$ cat src/rtl/fpalu_pipe_if.sv
// rtl/fpalu_pipe_if.sv - operand/result stream bundle for fpalu_pipe
//
// Parameters: AEW exponent width, AMW mantissa width, TAGW sideband tag width.
// Operand side: in_valid/in_ready handshake, in_op, a/b sign, exponent and
// mantissa, in_tag.
// Result side: out_valid/out_ready handshake, out_sgn/out_exp/out_man,
// out_ovf, out_tag.
// master: transaction source and result consumer. slave: the pipeline.

interface fpalu_pipe_if #(
    parameter int AEW  = 6,
    parameter int AMW  = 22,
    parameter int TAGW = 4
);
    logic            in_valid;
    logic            in_ready;
    logic [1:0]      in_op;
    logic            in_a_sgn;
    logic            in_b_sgn;
    logic [AEW-1:0]  in_a_exp;
    logic [AEW-1:0]  in_b_exp;
    logic [AMW-1:0]  in_a_man;
    logic [AMW-1:0]  in_b_man;
    logic [TAGW-1:0] in_tag;

    logic            out_valid;
    logic            out_ready;
    logic            out_sgn;
    logic [AEW-1:0]  out_exp;
    logic [AMW-1:0]  out_man;
    logic            out_ovf;
    logic [TAGW-1:0] out_tag;

    modport master (
        output in_valid, in_op, in_a_sgn, in_b_sgn, in_a_exp, in_b_exp,
               in_a_man, in_b_man, in_tag, out_ready,
        input  in_ready, out_valid, out_sgn, out_exp, out_man, out_ovf, out_tag
    );

    modport slave (
        input  in_valid, in_op, in_a_sgn, in_b_sgn, in_a_exp, in_b_exp,
               in_a_man, in_b_man, in_tag, out_ready,
        output in_ready, out_valid, out_sgn, out_exp, out_man, out_ovf, out_tag
    );
endinterface

$ cat src/rtl/fpalu_pipe.sv
// rtl/fpalu_pipe.sv - 4-stage flow-controlled FP add/sub/mul/pass unit
//
// Ports: clk, rst_n (async active-low), bus (fpalu_pipe_if.slave) carrying
// the operand stream (in_*) and the result stream (out_*).
// Stages: S1 unpack/zero detect/exponent compare, S2 align + multiply,
// S3 add/sub, S4 leading-zero count and normalise into the output registers.
// Optional: FPALU_PIPE_SATURATE_EN saturates overflowed results to all ones
// instead of wrapping the exponent.

module fpalu_pipe #(
    parameter int AEW  = 6,
    parameter int AMW  = 22,
    parameter int TAGW = 4
) (
    input logic          clk,
    input logic          rst_n,
    fpalu_pipe_if.slave  bus
);
    localparam int EW  = AEW + 2;
    localparam int HW  = AMW / 2;
    localparam int LZW = $clog2(AMW + 1);
    localparam logic signed [EW-1:0] BIAS = EW'((1 << (AEW - 1)) - 1);
    localparam logic signed [EW-1:0] EMAX = EW'((1 << AEW) - 1);

    typedef enum logic [1:0] {OP_ADD = 2'b00, OP_SUB = 2'b01, OP_MUL = 2'b10, OP_PASS = 2'b11} op_t;

    // One enable moves every stage; bubbles travel with the data.
    logic en;
    assign en = !bus.out_valid || bus.out_ready;
    assign bus.in_ready = en;

    // ---------------- S1 ----------------
    logic                  a_zero_c, b_zero_c, a_big_c;
    logic [AEW-1:0]        diff_c;
    logic signed [EW-1:0]  mexp_c;

    logic                  s1_v, s1_as, s1_bs, s1_a_big;
    op_t                   s1_op;
    logic [TAGW-1:0]       s1_tag;
    logic [AEW-1:0]        s1_ae, s1_be, s1_diff;
    logic [AMW-1:0]        s1_am, s1_bm;
    logic signed [EW-1:0]  s1_mexp;

    always_comb begin
        a_zero_c = (bus.in_a_man == '0);
        b_zero_c = (bus.in_b_man == '0);
        // A zero operand never wins the exponent compare; the other one is
        // taken as the large operand and the zero contributes a 0 mantissa.
        a_big_c  = b_zero_c || (!a_zero_c && (bus.in_a_exp >= bus.in_b_exp));
        if (a_zero_c || b_zero_c)
            diff_c = '0;
        else if (a_big_c)
            diff_c = bus.in_a_exp - bus.in_b_exp;
        else
            diff_c = bus.in_b_exp - bus.in_a_exp;
        mexp_c = $signed({2'b00, bus.in_a_exp}) + $signed({2'b00, bus.in_b_exp}) - BIAS;
    end

    always_ff @(posedge clk or negedge rst_n) begin
        if (!rst_n) begin
            s1_v <= 1'b0; s1_op <= OP_ADD; s1_tag <= '0;
            s1_as <= 1'b0; s1_bs <= 1'b0; s1_a_big <= 1'b0;
            s1_ae <= '0; s1_be <= '0; s1_diff <= '0;
            s1_am <= '0; s1_bm <= '0; s1_mexp <= '0;
        end else if (en) begin
            s1_v     <= bus.in_valid;
            s1_op    <= op_t'(bus.in_op);
            s1_tag   <= bus.in_tag;
            s1_as    <= bus.in_a_sgn;
            s1_bs    <= bus.in_b_sgn ^ (op_t'(bus.in_op) == OP_SUB);
            s1_a_big <= a_big_c;
            s1_ae    <= bus.in_a_exp;
            s1_be    <= bus.in_b_exp;
            s1_diff  <= diff_c;
            s1_am    <= bus.in_a_man;
            s1_bm    <= bus.in_b_man;
            s1_mexp  <= mexp_c;
        end
    end

    // ---------------- S2 ----------------
    logic [AMW-1:0]        prod_c, big_c, small_c;
    logic                  bsg_c, ssg_c;
    logic signed [EW-1:0]  exp2_c;

    logic                  s2_v, s2_bsg, s2_ssg;
    logic [TAGW-1:0]       s2_tag;
    logic [AMW-1:0]        s2_big, s2_small;
    logic signed [EW-1:0]  s2_exp;

    // Upper mantissa halves multiply exactly into AMW bits.
    assign prod_c = {{HW{1'b0}}, s1_am[AMW-1 -: HW]} * {{HW{1'b0}}, s1_bm[AMW-1 -: HW]};

    always_comb begin
        big_c   = s1_am;
        small_c = '0;
        bsg_c   = s1_as;
        ssg_c   = s1_as;
        exp2_c  = {2'b00, s1_ae};
        case (s1_op)
            OP_MUL: begin
                big_c  = prod_c;
                bsg_c  = s1_as ^ s1_bs;
                ssg_c  = s1_as ^ s1_bs;
                exp2_c = s1_mexp;
            end
            OP_PASS: ;
            default: begin
                if (s1_a_big) begin
                    small_c = s1_bm >> s1_diff;
                    ssg_c   = s1_bs;
                end else begin
                    big_c   = s1_bm;
                    bsg_c   = s1_bs;
                    small_c = s1_am >> s1_diff;
                    exp2_c  = {2'b00, s1_be};
                end
            end
        endcase
    end

    always_ff @(posedge clk or negedge rst_n) begin
        if (!rst_n) begin
            s2_v <= 1'b0; s2_tag <= '0; s2_bsg <= 1'b0; s2_ssg <= 1'b0;
            s2_big <= '0; s2_small <= '0; s2_exp <= '0;
        end else if (en) begin
            s2_v     <= s1_v;
            s2_tag   <= s1_tag;
            s2_bsg   <= bsg_c;
            s2_ssg   <= ssg_c;
            s2_big   <= big_c;
            s2_small <= small_c;
            s2_exp   <= exp2_c;
        end
    end

    // ---------------- S3 ----------------
    logic [AMW:0]          sum_c;
    logic                  sg3_c;

    logic                  s3_v, s3_sg;
    logic [TAGW-1:0]       s3_tag;
    logic [AMW:0]          s3_sum;
    logic signed [EW-1:0]  s3_exp;

    // With equal exponents the exponent-larger operand may still be the
    // smaller magnitude, so the subtract direction is chosen on mantissas.
    always_comb begin
        sg3_c = s2_bsg;
        if (s2_bsg == s2_ssg) begin
            sum_c = {1'b0, s2_big} + {1'b0, s2_small};
        end else if (s2_big >= s2_small) begin
            sum_c = {1'b0, s2_big - s2_small};
        end else begin
            sum_c = {1'b0, s2_small - s2_big};
            sg3_c = s2_ssg;
        end
    end

    always_ff @(posedge clk or negedge rst_n) begin
        if (!rst_n) begin
            s3_v <= 1'b0; s3_tag <= '0; s3_sg <= 1'b0; s3_sum <= '0; s3_exp <= '0;
        end else if (en) begin
            s3_v   <= s2_v;
            s3_tag <= s2_tag;
            s3_sg  <= sg3_c;
            s3_sum <= sum_c;
            s3_exp <= s2_exp;
        end
    end

    // ---------------- S4 ----------------
    logic [LZW-1:0]        lzc;
    logic signed [EW-1:0]  lz_e, sh, n_exp;
    logic [EW-1:0]         rsh;
    logic [AMW-1:0]        n_man, o_man;
    logic [AEW-1:0]        o_exp;
    logic                  n_zero, o_ovf, o_sgn;

    always_comb begin
        lzc = LZW'(AMW);
        for (int i = 0; i < AMW; i++)
            if (s3_sum[i]) lzc = LZW'(AMW - 1 - i);
        lz_e  = {{(EW-LZW){1'b0}}, lzc};
        sh    = '0;
        rsh   = '0;
        n_exp = s3_exp;
        if (s3_sum[AMW]) begin
            n_man = s3_sum[AMW:1];
            n_exp = s3_exp + EW'(1);
        end else if (s3_exp[EW-1]) begin
            // Negative working exponent (MUL underflow): denormalise, truncate.
            rsh   = -s3_exp;
            n_man = s3_sum[AMW-1:0] >> rsh;
            n_exp = '0;
        end else begin
            // Left shift stops at exponent 0, producing a denormal.
            sh    = (lz_e < s3_exp) ? lz_e : s3_exp;
            n_man = s3_sum[AMW-1:0] << sh;
            n_exp = s3_exp - sh;
        end
        n_zero = (n_man == '0);
        o_ovf  = !n_zero && (n_exp > EMAX);
        o_sgn  = n_zero ? 1'b0 : s3_sg;
        o_exp  = n_zero ? '0 : n_exp[AEW-1:0];
        o_man  = n_man;
`ifdef FPALU_PIPE_SATURATE_EN
        if (o_ovf) begin
            o_exp = '1;
            o_man = '1;
        end
`endif
    end

    always_ff @(posedge clk or negedge rst_n) begin
        if (!rst_n) begin
            bus.out_valid <= 1'b0;
            bus.out_sgn   <= 1'b0;
            bus.out_exp   <= '0;
            bus.out_man   <= '0;
            bus.out_ovf   <= 1'b0;
            bus.out_tag   <= '0;
        end else if (en) begin
            bus.out_valid <= s3_v;
            bus.out_sgn   <= o_sgn;
            bus.out_exp   <= o_exp;
            bus.out_man   <= o_man;
            bus.out_ovf   <= o_ovf;
            bus.out_tag   <= s3_tag;
        end
    end
endmodule
$ cat src/flat_wrapper.sv
// flat-port wrapper written by rule: the top's interface ports become plain ports
module fpalu_pipe_flat 
#(
    parameter int AEW  = 6,
    parameter int AMW  = 22,
    parameter int TAGW = 4
)
  (clk, rst_n, bus_in_valid, bus_in_op, bus_in_a_sgn, bus_in_b_sgn, bus_in_a_exp, bus_in_b_exp, bus_in_a_man, bus_in_b_man, bus_in_tag, bus_out_ready, bus_in_ready, bus_out_valid, bus_out_sgn, bus_out_exp, bus_out_man, bus_out_ovf, bus_out_tag);
  fpalu_pipe_if #(.AEW(AEW), .AMW(AMW), .TAGW(TAGW)) bus_i ();
  input logic clk;
  input logic rst_n;
  input wire logic [$bits(bus_i.in_valid)-1:0] bus_in_valid;
  input wire logic [$bits(bus_i.in_op)-1:0] bus_in_op;
  input wire logic [$bits(bus_i.in_a_sgn)-1:0] bus_in_a_sgn;
  input wire logic [$bits(bus_i.in_b_sgn)-1:0] bus_in_b_sgn;
  input wire logic [$bits(bus_i.in_a_exp)-1:0] bus_in_a_exp;
  input wire logic [$bits(bus_i.in_b_exp)-1:0] bus_in_b_exp;
  input wire logic [$bits(bus_i.in_a_man)-1:0] bus_in_a_man;
  input wire logic [$bits(bus_i.in_b_man)-1:0] bus_in_b_man;
  input wire logic [$bits(bus_i.in_tag)-1:0] bus_in_tag;
  input wire logic [$bits(bus_i.out_ready)-1:0] bus_out_ready;
  output wire logic [$bits(bus_i.in_ready)-1:0] bus_in_ready;
  output wire logic [$bits(bus_i.out_valid)-1:0] bus_out_valid;
  output wire logic [$bits(bus_i.out_sgn)-1:0] bus_out_sgn;
  output wire logic [$bits(bus_i.out_exp)-1:0] bus_out_exp;
  output wire logic [$bits(bus_i.out_man)-1:0] bus_out_man;
  output wire logic [$bits(bus_i.out_ovf)-1:0] bus_out_ovf;
  output wire logic [$bits(bus_i.out_tag)-1:0] bus_out_tag;
  assign bus_i.in_valid = bus_in_valid;
  assign bus_i.in_op = bus_in_op;
  assign bus_i.in_a_sgn = bus_in_a_sgn;
  assign bus_i.in_b_sgn = bus_in_b_sgn;
  assign bus_i.in_a_exp = bus_in_a_exp;
  assign bus_i.in_b_exp = bus_in_b_exp;
  assign bus_i.in_a_man = bus_in_a_man;
  assign bus_i.in_b_man = bus_in_b_man;
  assign bus_i.in_tag = bus_in_tag;
  assign bus_i.out_ready = bus_out_ready;
  assign bus_in_ready = bus_i.in_ready;
  assign bus_out_valid = bus_i.out_valid;
  assign bus_out_sgn = bus_i.out_sgn;
  assign bus_out_exp = bus_i.out_exp;
  assign bus_out_man = bus_i.out_man;
  assign bus_out_ovf = bus_i.out_ovf;
  assign bus_out_tag = bus_i.out_tag;
  fpalu_pipe #(.AEW(AEW), .AMW(AMW), .TAGW(TAGW)) u_core (.clk(clk), .rst_n(rst_n), .bus(bus_i));
endmodule
$ cat config.mk
export PLATFORM = sky130hd
export DESIGN_NAME = fpalu_pipe_flat
export DESIGN_NICKNAME = d
export VERILOG_FILES = /design/src/rtl/fpalu_pipe_if.sv /design/src/rtl/fpalu_pipe.sv /design/src/flat_wrapper.sv
export SDC_FILE = /design/constraint.sdc
export NUM_CORES = 1
export LEC_CHECK = 0
export ABC_CLOCK_PERIOD_IN_PS = 5910
export CORE_AREA = 8 8 309 251
export CTS_CLUSTER_DIAMETER = 40
export DETAILED_ROUTE_END_ITERATION = 12
export DIE_AREA = 0 0 317 259
export GPL_TIMING_DRIVEN = 0
export PLACE_DENSITY = 0.56
export REMOVE_ABC_BUFFERS = 1
export SLEW_MARGIN = 10
export SYNTH_ARGS = -nofsm -noshare
export SYNTH_HDL_FRONTEND = slang
export SYNTH_SLANG_ARGS = --single-unit
$ cat constraint.sdc
create_clock -name clk -period 5.91 [get_ports clk]
set_input_delay 1.4775 -clock clk [delete_from_list [all_inputs] [get_ports clk]]
set_output_delay 1.4775 -clock clk [all_outputs]
set_load 0.1 [all_outputs]
==> out/results.md, run 1 <==
| Parameter | Reported |
|:---|:---|
| Run status | completed |
| Dpl ws | -1.54 ns |
| Crit path kind | reg -> reg |
| Post-route cell area | 25600 µm² |
| DRC violations left | 0 |
| Total standard cell area after synthesis | 21500 µm² |
| Routed vias | 20100 |
| Global-route usage over all layers | 17.4% |
| Relative area change from synthesis to final layout | 19.4% |
| CTS H-tree depth | 2 |
| Asr flop ratio synth | 100% |
| TritonCTS clock tree | yes |
| Final count of pins violating max slew | 0 |
| Synthesized netlist cell count | 2657 |
| Total of hold buffers inserted after clock tree synthesis | 0 |
| Clock-pin transition on the worst setup and hold timing paths | 0.06 ns |
| Largest cells by area after synthesis | dfrtp_1, ha_1, nand2_1 |
| Global-route congestion overflow total | 0 |
| Area leader, netlist | dfrtp_1 |
| Antenna violations before repair | 1 |
| Achievable Freq | 0.171 GHz |
| Finish-stage setup viols | 0 |
| Critical Path AT | 6.26 ns |
| Mean cell area of the mapped netlist | 8.08 µm² |
| Count of flip-flops with a built-in enable after synthesis | 0 |
| Number of buffer and inverter instances along the worst setup path | 2 |
| Hold Worst Slack | 0.455 ns |
| Critical Path End Type | flop |
| Placement-stage cell area | 23300 µm² |
| Die Footprint | 82100 µm² |
| Startpoint type of the worst setup path | flop |
| Hpwl dp | 52.6 mm |
| Routed via count divided by cell count | 5.47 |
| Net count, final | 3001 |
| Distinct cells, synth | 95 |
| I/O pins | 104 |
| Final-report hold violation count | 0 |
| Final clock period utilization by the worst path | 99.0% |
| Vias in the first global route | 19500 |
| Clock insertion delay at the later pin of the skew report | 0.56 ns |
| Number of flip-flops and latches in the synthesized netlist | 211 |
| Die boundary height | 259 µm |
| Delay of the slowest cell on the worst path | 0.59 ns |
| Seq/Total Area, Yosys | 24.6% |
| Fillers | 7601 |
| Total Routed Length | 73.0 mm |
| Chain of cells forming the critical path | or3_1 -> a221oi_2 -> o21a_2 -> o21ai_0 -> o21ai_1 -> a21oi_1 -> nor2b_1 -> o21ai_0 -> nand2b_1 -> a21oi_1 -> nor2_1 -> ha_4 -> clkbuf_4 -> buf_4 -> o31ai_4 -> nand2b_2 -> nor2_1 -> nand2_1 -> o22ai_1 -> mux2i_2 -> nand4b_1 -> nor4b_2 -> and4_4 -> a221oi_2 |
| Slowest stage cell on the critical path | dfrtp_4 |
| Avg WL per Cell | 19.9 µm |
| Maximum number of pins on one net before global-route repair | 120 |
| Number of port buffers | 103 |
| Ys Warns | 0 |
| Placer Congestion | 0.951 |
| Worst clock skew | 0.0155 ns |
| Most instantiated flip-flop cell in the synthesis netlist | dfrtp_1 |
| Crit-path leading delay family | simple AND/OR/NAND/NOR gates |
| Inserted Clock Buffers | 36 |
| Max-Slew Margin vs Limit | 6.57% |
| Tightest Pin Transition | 1.39 ns |
| DRT iter0 DRCs | 2287 |
| Max-cap check violation count | 0 |
| Routed Antenna Nets | 0 |
| Number of antenna diodes | 0 |
| WP data required | 6.32 ns |
| Number of rows in the core area | 89 |
| Minimum period implied by the final worst setup slack | 5.85 ns |
| Deepest clock path buffer count | 3 |
| Wire length of the first global-routing pass | 115 mm |
| Effective utilization at floorplan | 29.5% |
| Hold Crit Class | reg -> reg |
| Final setup slack of the worst path | 0.0617 ns |
| Sinks on the clock net | 211 |
| X dimension of the die | 317 µm |
| Core Region | 72700 µm² |
| Largest fanout of any net on the critical path | 14 |
| Fraction of final layout cells with drive strength greater than 1 | 12.8% |
| Buffer cell driving the clock tree root | clkbuf_16 |
| Share of Yosys cell area claimed by the top area cell type | 24.6% |
| Initial DRT Pass Iterations | 6 |
[cells in the mapped netlist (25+ instances only)]
cell	number
ha_1	156
o21ai_0	140
fa_1	87
nor4_1	25
nand2_1	499
a211oi_1	29
a31oi_1	29
and2_1	59
xnor2_1	45
mux2_2	26
nor3_1	54
nand3_1	42
mux2i_1	51
inv_1	206
dfrtp_1	211
mux4_2	39
a21o_1	25
clkbuf_1	143
o22ai_1	27
a21oi_1	148
nor2_1	190
[flip-flops by register name (all words and copies together) (netlist names), 8 cells and up]
name	flops
u_core.s1_am	22
u_core.s2_big	22
u_core.s3_exp	8
u_core.s1_bm	22
u_core.s3_sum	23
u_core.bus.out_man	22
u_core.s2_small	22
u_core.s2_exp	8
u_core.s1_mexp	8
[layout by cell type, fill, tap and decap left out, types with 39 or more instances in the layout]
cell type and n:
nand2_1 499, inv_1 205, nor2_1 186, dfrtp_1 166, ha_1 154, a21oi_1 147, o21ai_0 133, clkdlybuf4s50_1 102
fa_1 87, and2_1 59, buf_4 57, nor3_1 51, mux2i_1 49, xnor2_1 42, nand3_1 42, mux4_2 39
[worst reg2reg max path, delay by kind of cell, from the launching register on]
kind | cells | cell delay, ns
AOI/OAI and AO/OA | 10 | 1.68
adders and majority gates | 1 | 0.26
buffers and inverters | 2 | 0.35
DFF | 1 | 0.59
muxes | 1 | 0.35
and+or+nand+nor | 10 | 2.47
[per-layer routing]
layer | global-route usage (%) | wire length, µm
met1 | 26.9 | 35500
met4 | 3.89 | 1340
met5 | 0 | 0
met2 | 24.4 | 29500
met3 | 3.45 | 6650
[area by class of cell]
type	instances	area (µm²)	area share, %
Tap cell	955	1190	4.66
Timing Repair Buffer	181	1880	7.35
Multi-Input combinational cell	2048	15000	58.7
Sequential cell	211	5380	21.0
Inverter	212	806	3.14
Clock inverter	26	375	1.46
Clock buffer	40	946	3.69
[kinds of logic after synthesis]
family / after synthesis / share of synthesized area, %
XOR/XNOR: 63 / 2.57
flip-flops: 211 / 24.6
AO/OA/AOI/OAI: 632 / 19.9
adder cells (fa/ha/maj): 243 / 17.2
buffers and inverters: 401 / 7.26
multiplexers: 116 / 7.84
AND/OR/NAND/NOR: 991 / 20.6
[path summary, 6_finish.rpt]
check	startpoint	end	slack, ns	cells after the start
setup / recovery	u_core.s3_sum[15]	u_core.bus.out_exp[0]	0.06	24
hold / removal	u_core.s3_v	u_core.bus.out_valid	0.46	1
setup reg to reg	u_core.s3_sum[15]	u_core.bus.out_exp[0]	0.06	24
hold reg to reg	u_core.s3_v	u_core.bus.out_valid	0.46	1
max in group asynchronous	rst_n	u_core.s1_am[16]	3.84	3
min in group asynchronous	rst_n	u_core.bus.out_man[1]	0.78	1
[through the flow]
stage	setup TNS (ns)	instances	util, %
6_report	0	3673	35.2
5_1_grt	-0.123	3673	35.2
4_1_cts	0	3624	34.3
3_5_place_dp	-22.36	3542	32.1
3_3_place_gp	-5416.39	3526	31.5
2_1_floorplan	-1762.40	2468	-
[timing repair]
action / in CTS / in global routing
pin swaps: 9 / 18
endpoints found under the setup margin: 33 / 17
setup buffers: 15 / 47
resized for setup: 50 / 83
gates cloned: 1 / 2
Power of run 1 is left out: the tool's default activity adds up to more than one toggle a clock period on the data nets, which glitch-free logic cannot reach.
==> run 2: changes to the inputs <==
--- a/config.mk
+++ b/config.mk
@@ -8,10 +8,13 @@
 export ABC_CLOCK_PERIOD_IN_PS = 5910
 export CORE_AREA = 8 8 309 251
 export CTS_CLUSTER_DIAMETER = 40
+export CTS_CLUSTER_SIZE = 25
 export DETAILED_ROUTE_END_ITERATION = 12
 export DIE_AREA = 0 0 317 259
+export DONT_BUFFER_PORTS = 1
 export GPL_TIMING_DRIVEN = 0
-export PLACE_DENSITY = 0.56
+export HOLD_SLACK_MARGIN = 0.15
+export PLACE_DENSITY = 0.54
 export REMOVE_ABC_BUFFERS = 1
 export SLEW_MARGIN = 10
 export SYNTH_ARGS = -nofsm -noshare
==> run 2 against run 1 <==
Against the previous run: count of clock-buffer cells in the layout did not move; critical path type unchanged; final cell count fell by 2.9%; global-route usage fell by 0.25 points; final area fell by 4.1%.
==> out/results.md, run 2 (same netlist as run 1, synthesis figures left out) <==
| Parameter | Reported | Change |
|:---|:---|:---|
| Most flop-heavy register | u_core.s3_sum |  |
| Initial DRT Pass Iterations | 6 | unchanged |
| CTS H-tree depth | 2 | unchanged |
| Number of port buffers | 0 | -100% |
| Clock insertion delay at the later pin of the skew report | 0.57 ns | about the same |
| Sinks on the clock net | 211 | unchanged |
| Routed via count divided by cell count | 5.50 | +0.57% |
| Placer Congestion | 0.960 | +1.0% |
| Commonest non-fill, non-tap cells in the layout | nand2_1, inv_1, nor2_1 |  |
| Buffer cell driving the clock tree root | clkbuf_16 |  |
| Die Footprint | 82100 µm² | unchanged |
| Worst Setup EP | u_core.bus.out_exp[2] |  |
| Fillers | 7603 | +0.026% |
| Worst setup path startpoint | u_core.s3_sum[15] |  |
| Fraction of final layout cells with drive strength greater than 1 | 13.2% | +0.37 points |
| Multi-input logic area | 15100 µm² | +0.47% |
| Number of rows in the core area | 89 | unchanged |
| Run status | completed |  |
| I/O pins | 104 | unchanged |
| Maximum number of pins on one net before global-route repair | 212 | +77% |
| Hold Crit Class | reg -> reg |  |
| DRC violations left | 0 | unchanged |
| Final count of pins violating max slew | 0 | unchanged |
| Relative area change from synthesis to final layout | 14.5% |  |
| Reg2reg setup slack | 0.11 ns | +0.05 ns |
| Number of antenna diodes | 0 | unchanged |
| Net count, final | 2895 | -3.5% |
| Antenna violations before repair | 0 | -1 |
| Routed vias | 19600 | -2.4% |
| Clock-pin transition on the worst setup and hold timing paths | 0.06 ns | about the same |
| Worst clock skew | 0.0223 ns | +0.00684 ns |
| Depth of the most critical reg-to-reg path | 25 | +4.2% |
| Max reg flops | 23 | unchanged |
| Routed Antenna Nets | 0 | unchanged |
| Inserted Clock Buffers | 35 | -2.8% |
| Global-route congestion overflow total | 0 | unchanged |
| Final clock period utilization by the worst path | 98.2% | -0.79 points |
| Area used by sequential logic in the layout | 5370 µm² | -0.14% |
| Achievable Freq | 0.172 GHz | +0.81% |
| Critical Path End Type | flop |  |
| DRT iter0 DRCs | 1944 | -15% |
| Avg WL per Cell | 20.6 µm | +3.8% |
| Max-cap check violation count | 0 | unchanged |
| Tightest Pin Transition | 1.30 ns | -0.0921 ns |
| Finish-stage setup viols | 0 | unchanged |
| Global-route usage over all layers | 17.1% | -0.25 points |
| Wire length of the first global-routing pass | 113 mm | -2.4% |
| Deepest clock path buffer count | 3 | unchanged |
| Die boundary height | 259 µm | unchanged |
| X dimension of the die | 317 µm | unchanged |
| Most frequent standard cell in the layout excluding fill and tap cells | nand2_1 |  |
| Placement-stage cell area | 22200 µm² | -4.8% |
| Startpoint type of the worst setup path | flop |  |
| Total of hold buffers inserted after clock tree synthesis | 0 | unchanged |
| Core Region | 72700 µm² | unchanged |
| Final-report hold violation count | 0 | unchanged |
| Critical Path AT | 6.26 ns | about the same |
| Hpwl dp | 51.6 mm | -1.9% |
| Vias in the first global route | 18800 | -3.2% |
| Max-Slew Margin vs Limit | 12.8% | +6.2 points |
| Post-route cell area | 24600 µm² | -4.1% |
| WP data required | 6.37 ns | +0.05 ns |
| Reg-to-reg critical path endpoint | u_core.bus.out_exp[2] |  |
| TritonCTS clock tree | yes |  |
| Effective utilization at floorplan | 29.5% | unchanged |
| Total Routed Length | 73.6 mm | +0.78% |
| Crit path kind | reg -> reg |  |
| Minimum period implied by the final worst setup slack | 5.80 ns | -0.0470 ns |
| Largest fanout of any net on the critical path | 14 | unchanged |
| Origin of the critical flop-to-flop path | u_core.s3_sum[15] |  |
-- run 2: final cells by class --
class / instances / share of cell area [%]
multi-input cells: 2049 / 61.5
flip-flops and latches: 211 / 21.9
well taps: 955 / 4.86
clock buffers: 40 / 3.76
inverters: 212 / 3.30
repair buffers: 75 / 3.20
clock inverters: 24 / 1.51
-- run 2: worst min path at each step --
stage,slack [ns],cells past startpoint,start,end
global placement,0.44,1,u_core.s3_v,u_core.bus.out_valid
floorplan,0.43,2,u_core.s3_v,u_core.s3_v
global route,0.49,2,u_core.s1_v,u_core.s1_v
CTS,0.46,1,u_core.s3_v,u_core.bus.out_valid
detailed placement,0.45,1,u_core.s3_v,u_core.bus.out_valid
finish,0.46,2,u_core.s3_v,u_core.s3_v
-- run 2: per-stage QoR --
step | worst slack [ns] | utilization (%) | setup TNS [ns] | instances | hold WS (ns)
after floorplan | -11.27 | - | -1762.40 | 2468 | 0.430
after global placement | -26.33 | 30.1 | -4374.10 | 3423 | 0.442
after detailed placement | -1.60 | 30.6 | -23.86 | 3436 | 0.446
after CTS | 0.0000240 | 33.0 | 0 | 3526 | 0.460
after global routing | -0.0106 | 33.8 | -0.0299 | 3566 | 0.491
final | 0.109 | 33.8 | 0 | 3566 | 0.455
-- run 2: timing repair --
action | 4_1_cts | 5_1_grt
cloned | 2 | 2
setup buffers | 24 | 38
pin swaps | 15 | 11
gates resized for setup | 60 | 81
setup endpoints to repair | 36 | 17
-- run 2: worst max-delay path, stage by stage (launching register included) --
cell	delay, ns
dfrtp_4	0.60
or3_1	0.35
a221oi_2	0.24
o21a_2	0.23
o21ai_0	0.12
o21ai_1	0.22
a21oi_1	0.10
nor2b_1	0.11
o21ai_0	0.08
nand2b_1	0.09
a21oi_1	0.09
or2_2	0.33
ha_4	0.23
or4bb_4	0.57
o41ai_4	0.07
buf_4	0.22
a21boi_4	0.23
buf_12	0.15
buf_4	0.11
a22oi_1	0.10
a211oi_1	0.35
o311ai_2	0.19
a21oi_1	0.29
nor4b_2	0.11
and4_4	0.26
a221oi_2	0.24
-- run 2: per-layer routing --
| metal | up-vias | wire, µm | global-route usage, % |
|---|---|---|---|
| li1 | 9149 | - | - |
| met1 | 9543 | 36100 | 26.4 |
| met2 | 820 | 29400 | 24.0 |
| met3 | 93 | 6750 | 3.60 |
| met4 | 0 | 1360 | 3.96 |
| met5 | - | 0 | 0 |
Power of run 2 is left out for the same reason.
